`src/rtl/merkle_pair_feeder.sv`:
```
// merkle_pair_feeder
//
// Groups a stream of 256-bit hashes for one Merkle-tree level into 512-bit
// {left, right} pairs for the double-SHA256 processing element. If a level
// has an odd number of hashes, the last hash is paired with itself (Bitcoin
// rule). Pairs leave over a valid/ready handshake. The block counts pairs
// per level and pulses level_done once the level's last pair is taken.
//
// Ports:
//   CLK          clock, all logic on the rising edge
//   reset        synchronous, active-high
//   level_start  one-cycle pulse, latches leaf_count (honoured only in IDLE)
//   leaf_count   number of hashes in the level (legal 2..2^CNT_W-1)
//   hash_in      incoming hash, passed through unmodified
//   hash_valid   hash_in valid
//   hash_ready   block accepts hash_in this cycle
//   pair_out     {left[511:256], right[255:0]}
//   pair_valid   pair_out valid
//   pair_ready   downstream accepts pair_out
//   pair_idx     0-based index of the pair presented / next to be presented
//   pairs_total  ceil(leaf_count/2), latched at level_start
//   busy         state != IDLE
//   level_done   one-cycle pulse after the last pair is accepted
//   cfg_err      one-cycle pulse when level_start arrives with leaf_count < 2

module merkle_pair_feeder #(
  parameter int CNT_W = 16
) (
  input  logic             CLK,
  input  logic             reset,
  input  logic             level_start,
  input  logic [CNT_W-1:0] leaf_count,
  input  logic [255:0]     hash_in,
  input  logic             hash_valid,
  output logic             hash_ready,
  output logic [511:0]     pair_out,
  output logic             pair_valid,
  input  logic             pair_ready,
  output logic [CNT_W-1:0] pair_idx,
  output logic [CNT_W-1:0] pairs_total,
  output logic             busy,
  output logic             level_done,
  output logic             cfg_err
);

  typedef enum logic [2:0] {
    IDLE      = 3'd0,
    GET_LEFT  = 3'd1,
    GET_RIGHT = 3'd2,
    EMIT      = 3'd3,
    DONE      = 3'd4
  } state_t;

  state_t           state;
  logic [CNT_W-1:0] remaining;
  logic [255:0]     left;
  logic [255:0]     right;
  logic             hash_take;

  // Handshake flags come straight from the state register, so pair_ready
  // never reaches hash_ready combinationally.
  assign hash_ready = (state == GET_LEFT) || (state == GET_RIGHT);
  assign pair_valid = (state == EMIT);
  assign busy       = (state != IDLE);
  assign level_done = (state == DONE);
  assign pair_out   = {left, right};
  assign hash_take  = hash_valid && hash_ready;

  always_ff @(posedge CLK) begin
    // NOTE: reset is sampled on the clock edge, and every register including
    // the 256-bit data holders is cleared so pair_out reads zero after reset.
    if (reset) begin
      state       <= IDLE;
      remaining   <= '0;
      left        <= '0;
      right       <= '0;
      pair_idx    <= '0;
      pairs_total <= '0;
      cfg_err     <= 1'b0;
    end else begin
      // NOTE: all state updates are non-blocking so every register samples
      // the pre-edge values, independent of statement order.
      cfg_err <= 1'b0;
      unique case (state)
        IDLE: begin
          if (level_start) begin
            if (leaf_count < CNT_W'(2)) begin
              cfg_err <= 1'b1;
            end else begin
              remaining <= leaf_count;
              // ceil(n/2) written as floor(n/2) + lsb so it cannot overflow
              pairs_total <= (leaf_count >> 1) + CNT_W'(leaf_count[0]);
              pair_idx    <= '0;
              state       <= GET_LEFT;
            end
          end
        end

        GET_LEFT: begin
          if (hash_take) begin
            left      <= hash_in;
            remaining <= remaining - CNT_W'(1);
            if (remaining == CNT_W'(1)) begin
              // Odd tail: the last hash is paired with itself.
              right <= hash_in;
              state <= EMIT;
            end else begin
              state <= GET_RIGHT;
            end
          end
        end

        GET_RIGHT: begin
          if (hash_take) begin
            right     <= hash_in;
            remaining <= remaining - CNT_W'(1);
            state     <= EMIT;
          end
        end

        EMIT: begin
          if (pair_ready) begin
            if (remaining == '0) begin
              state <= DONE;
            end else begin
              pair_idx <= pair_idx + CNT_W'(1);
              state    <= GET_LEFT;
            end
          end
        end

        DONE: begin
          state <= IDLE;
        end

        default: begin
          state <= IDLE;
        end
      endcase
    end
  end

endmodule

```
`config.mk`:
```
export PLATFORM = sky130hd
export DESIGN_NAME = merkle_pair_feeder
export DESIGN_NICKNAME = d
export VERILOG_FILES = /design/src/rtl/merkle_pair_feeder.sv
export SDC_FILE = /design/constraint.sdc
export NUM_CORES = 1
export LEC_CHECK = 0
export ABC_AREA = 0
export ABC_CLOCK_PERIOD_IN_PS = 3800
export BUFFER_PORTS_ARGS = -buffer_cell sky130_fd_sc_hd__buf_2
export CAP_MARGIN = 15
export CORE_AREA = 3 3 317 319
export CTS_BUF_LIST = sky130_fd_sc_hd__clkbuf_8
export DETAILED_ROUTE_END_ITERATION = 7
export DIE_AREA = 0 0 320 322
export PLACE_DENSITY = 0.4
export SLEW_MARGIN = 20
export SYNTH_ARGS = -nofsm -noshare
export SYNTH_HDL_FRONTEND = slang
export SYNTH_SLANG_ARGS = --single-unit
export TNS_END_PERCENT = 1
```
`constraint.sdc`:
```
create_clock -name CLK -period 3.8 [get_ports CLK]
set_input_delay 0.76 -clock CLK [delete_from_list [all_inputs] [get_ports CLK]]
set_output_delay 0.76 -clock CLK [all_outputs]
set_load 0.02 [all_outputs]
```
== Word level (Yosys, flattened, before mapping) ==
Index checks and enable logic that the tools add are counted.

* Register bits: 564
* Bits of input ports: 277
* Output and inout bits: 549
* Word-level logic and storage cells: 65

* Add/subtract/negate cells: 3
* Magnitude comparators: 1
* Equality and inequality tests: 13
* Mux-type cells: 22
* Bitwise gates (word level): 3
* Reductions and logical operators: 16

{| class="wikitable"
|+ Operator list
! cell !! count
|-
| 2-to-1 mux 256 bit || 3
|-
| case mux 256 bit (2 select lines) || 1
|-
| 2-to-1 mux 16 bit || 7
|-
| case mux 16 bit (2 select lines) || 2
|-
| 2-to-1 mux 3 bit || 6
|-
| adder 15 x 1 -> 16 bit || 1
|-
| adder 16 x 1 -> 16 bit, second input constant || 1
|-
| equality test 16 x 1 -> 1 bit, second input constant || 1
|-
| logical NOT 16 bit || 1
|-
| less-than comparator 16 x 2 -> 1 bit, second input constant || 1
|-
| subtractor 16 x 1 -> 16 bit, second input constant || 1
|-
| case mux 3 bit (4 select lines) || 1
|-
| != test 2 bit, second input constant || 5
|-
| AND reduction 5 bit || 2
|-
| AND reduction 4 bit || 2
|-
| equality test 3 x 2 -> 1 bit, second input constant || 2
|-
| != test 2 x 1 -> 1 bit, second input constant || 3
|-
| nonzero test 2 bit || 3
|-
| equality test 3 x 1 -> 1 bit, second input constant || 1
|-
| equality test 3 bit, second input constant || 1
|-
| logical NOT 3 bit || 1
|-
| inverter 1 bit || 3
|-
| AND reduction 3 bit || 1
|-
| nonzero test 3 bit || 1
|-
| other kinds (6) || 7
|}

== Logic depth before layout (Yosys ltp) ==
* Word-level depth: 5
* Depth in mapped cells: 10
* Depth with buffers taken out: 7

== Least setup slack after synthesis ==
No wires, ideal clock.

* Path kind: input to register
* From: input port leaf_count[6]
* To: register pair_idx[3]
* Arrival: 2,229 ps
* Setup slack: 1,500 ps
* Cell stages on the path: 8
* Buffers on the path: 3
* Cells stage by stage: clkbuf_1 > nor4_2 > nand4_2 > o31ai_2 > buf_6 > buf_6 > o21ai_0 > a21oi_1

* Longest elaborated chain between the ends: 3

{| class="wikitable"
|+ RTL lines
! what !! RTL line !! RTL
|-
| from (decl) || 32 || <nowiki>input logic [CNT_W-1:0] leaf_count,</nowiki>
|-
| less-than comparator 16 x 2 -> 1 bit || 87 || <nowiki>if (leaf_count < CNT_W'(2)) begin</nowiki>
|-
| != test 2 bit (no line) || - ||
|-
| AND reduction 5 bit (no line) || - ||
|-
| to (signal assigned) || 126 || <nowiki>pair_idx <= pair_idx + CNT_W'(1);</nowiki>
|-
| to (decl) || 39 || <nowiki>output logic [CNT_W-1:0] pair_idx,</nowiki>
|}

No other way between the ends.
A chain may end at the register's enable or synchronous reset.

== Final worst setup path ==
* From: register state[1]
* To: output port hash_ready

* Longest elaborated chain between the ends: 2
* Elaborated cells between the ends (all ways): 3

{| class="wikitable"
|+ RTL lines
! what !! RTL line !! RTL
|-
| from (decl) || 54 || <nowiki>state_t state;</nowiki>
|-
| from (signal assigned) || 73 || <nowiki>state <= IDLE;</nowiki>
|-
| from (signal assigned) || 94 || <nowiki>state <= GET_LEFT;</nowiki>
|-
| from (signal assigned) || 106 || <nowiki>state <= EMIT;</nowiki>
|-
| equality test 3 x 1 -> 1 bit or equality test 3 x 2 -> 1 bit (tied branches) || 62 || <nowiki>assign hash_ready = (state == GET_LEFT) || (state == GET_RIGHT);</nowiki>
|-
| logical OR 1 bit * || 62 ||
|-
| to (decl) || 35 || <nowiki>output logic hash_ready,</nowiki>
|}

Mark *: on every way between the ends. The rest lies on a longest branch, timed or not.

==> impl_metrics.yaml <==
status:
  status: "completed"
power_and_ir_drop:
  pwr_density_cell_mw_per_mm2: 625
  leakagePower_nw: 12.1
  p_int_mw: 11.4
  power.switching_mw: 6.25
  p_seq_share_pct: 39.5
  switching_share_pct: 35.5
  clock_power_share_pct: 35.1
  peakVddDrop_mv: 0.290
  combPwrFrac_pct: 25.4
synthesis:
  ys_ff_latch: 564
  synth_nets: 2897
  synth_area_mm2: 0.0205
  yosys_most_used_dff: "dfxtp_1"
  synthTopCellsByArea: "dfxtp_1 55%, nand2_1 19%, a21oi_1 13%, clkbuf_1 2.4%, buf_4 0.84%"
  synth_top_cell_area_share_pct: 55.0
  synth_area_per_cell_um2: 7.85
  synth_cell_type_count: 54
  yosysTopAreaCell: "dfxtp_1"
  yosysWarnings: 0
  synth_commonest_cells: "1061 x nand2_1, 564 x dfxtp_1, 552 x a21oi_1"
  yosysSeqAreaShare_pct: 55.0
  synth_cells: 2614
  async_flop_share_pct: 0
  synth.most_common_cell: "nand2_1"
  synth_edf_count: 0
sta:
  tightest_slew_ns: 0.911
  setup_viol: 0
  min_period_ns: 3.34
  slew_headroom_pct: 39.3
  hold_viol_final: 0
  fmax_ghz: 0.300
  slew_violations: 0
  clock_skew_ns: 0.0418
  finalSetupTns_ns: 0
  finalCritPeriodShare_pct: 87.8
  rsz0062_at_grt: "no"
floorplanning:
  io_pins: 826
  core-area_mm2: 0.0981
  fp.dieArea_mm2: 0.103
  num_rows: 115
  initial_core_util_pct: 20.9
  die_w_um: 320
  die_h_um: 322
worst_setup_path:
  crit_chain: "xnor2_1 -> or2_1 -> buf_4 -> inv_2 -> buf_2"
  critical_path.max_stage_delay_ns: 0.69
  cp_max_fo: 27
  worstRegToRegCells: 7
  endpoint_kind: "output port"
  critPathSlowestCell: "dfxtp_1"
  worstReg2RegStart: "remaining[7]"
  cp.arrival_ns: 2.58
  regToRegEndpoint: "right[55]"
  worstPathRequired_ns: 3.04
  startpoint_type: "flop"
  regToRegSetupSlack_ns: 1.12
  path_class: "reg2out"
placement:
  gp_congestion: 0.837
  dp_hpwl_um: 63600
  port_buffers: 825
worst_hold_path:
  hold_path_class: "in2reg"
  hold_depth: 3
  min_from: "hash_in[45]"
  min_to: "left[45]"
routing:
  viasPerCell: 4.26
  ant_nets: 0
  wl_per_cell_um: 18.8
  drt_pass1_iterations: 5
  initialDrtViolationCount: 1152
  wl_um: 89800
  drc_errors: 0
  vias: 20400
cells_and_area:
  n_fill_cell: 11000
  layout-drive-gt1-share_pct: 30.0
  area_growth_syn_to_layout_pct: 37.4
  final_nets: 3678
  final_util_pct: 28.7
clock_network:
  clock_latency_ns: 0.75
  cts_buffers: 109
  ctsRootBufferMaster: "clkbuf_8"
  clkSinkCount: 564
  post_cts_resized: 0
  cts_hold_buf: 0
  clk_pin_slew_ns: 0.05
  htree_num_levels: 3
  cts_tree: "built"
  clk_path_buf_depth: 3
  cts_setup_buffers: 0
grt:
  grt_max_degree: 132
  grt_pass1_wl_um: 131000
  antenna_found_initial: 13
  grt-ovfl-total: 0
  grtUsageTotal_pct: 16.5
  grt_pass1_vias: 19900
run:
  drv_cap: 0
[logic make-up after synthesis]
kind of cell / Yosys count / synth area share (%)
AO/OA/AOI/OAI: 628 / 16.1
XOR/XNOR: 14 / 0.598
adder cells (fa/ha/maj): 6 / 0.366
buffers and inverters: 206 / 4.58
flip-flops: 564 / 55.0
multiplexers: 3 / 0.159
AND/OR/NAND/NOR: 1193 / 23.2
[stage by stage]
step	worst slack, ns	cell area (um^2)	power (mW)	hold WS [ns]	cells
floorplan	1.50	20500	9.81	0.454	2614
global placement	1.03	25900	11.7	0.438	4571
detailed placement	0.999	25900	11.6	0.443	4571
CTS	0.344	28100	18.0	0.139	4768
global route	0.238	28200	18.7	0.137	4777
finish	0.463	28200	17.6	0.257	4783
[flip-flops by register name (all words and copies together) (netlist names)]
register	flops
cfg_err	1
pairs_total	16
state	3
remaining	16
pair_idx	16
left	256
right	256
[metal layers]
layer / up-vias / GRT usage (%) / wire length, um
li1: 10200 / - / -
met2: 625 / 28.4 / 44100
met4: 10 / 5.19 / 2350
met1: 9413 / 19.1 / 35900
met5: - / 0 / 64
met3: 148 / 6.11 / 7340
[power groups by stage]
stage	Clock, mW	Sequential [mW]	Combinational [mW]
after floorplan	0	7.72	2.09
final	6.18	6.95	4.48
after global placement	0	7.07	4.59
after CTS	6.45	6.95	4.55
after global routing	6.70	7.03	4.92
after detailed placement	0	7.07	4.55
[final cells by class]
| type | instances | area (um^2) | share of cell area, % |
|---|---|---|---|
| Antenna cell | 15 | 37.5 | 0.133 |
| Clock buffer | 139 | 1910 | 6.79 |
| Clock inverter | 58 | 329 | 1.17 |
| Inverter | 9 | 33.8 | 0.120 |
| Multi-Input combinational cell | 1844 | 8320 | 29.5 |
| Sequential cell | 564 | 11300 | 40.1 |
| Tap cell | 1287 | 1610 | 5.71 |
| Timing Repair Buffer | 867 | 4640 | 16.5 |
[worst max-delay path: cells and delay by family (launching register included)]
family / cells / cell delay, ns
DFF: 1 / 0.69
xor gates and xnor gates: 1 / 0.14
and+or+nand+nor: 1 / 0.23
buffers and inverters: 3 / 0.78
[how the worst max path moves through the flow]
stage	start	endpoint	slack, ns	cells after the start
finish	state[1]	hash_ready	0.46	5
global placement	level_start	pairs_total[7]	1.03	6
detailed placement	level_start	pairs_total[3]	1.0	6
global route	state[0]	hash_ready	0.24	5
floorplan	leaf_count[6]	pair_idx[3]	1.50	8
CTS	state[0]	hash_ready	0.34	5
[layout by cell type (no fill, tap or decap), types with 4 or more instances in the layout]
master / Yosys / final
a211oi_1: 17 / 17
a21o_1: 7 / 7
a21oi_1: 552 / 552
and3_1: 8 / 8
and4_1: 6 / 6
buf_12: 0 / 15
buf_2: 34 / 824
buf_4: 23 / 27
clkbuf_8: 0 / 139
clkinv_2: 0 / 15
clkinvlp_4: 0 / 4
dfxtp_1: 564 / 564
diode_2: 0 / 15
ha_1: 6 / 6
inv_1: 8 / 42
nand2_1: 1061 / 1060
nand2b_1: 5 / 5
nand3_1: 17 / 17
nand4_1: 12 / 12
nor2_1: 33 / 32
nor2b_1: 4 / 4
nor3_1: 11 / 11
nor4_1: 7 / 7
o21ai_0: 24 / 24
o31ai_1: 11 / 11
or4_1: 12 / 12
xnor2_1: 7 / 7
xor2_1: 7 / 7
(Power assumes the default switching activity.)
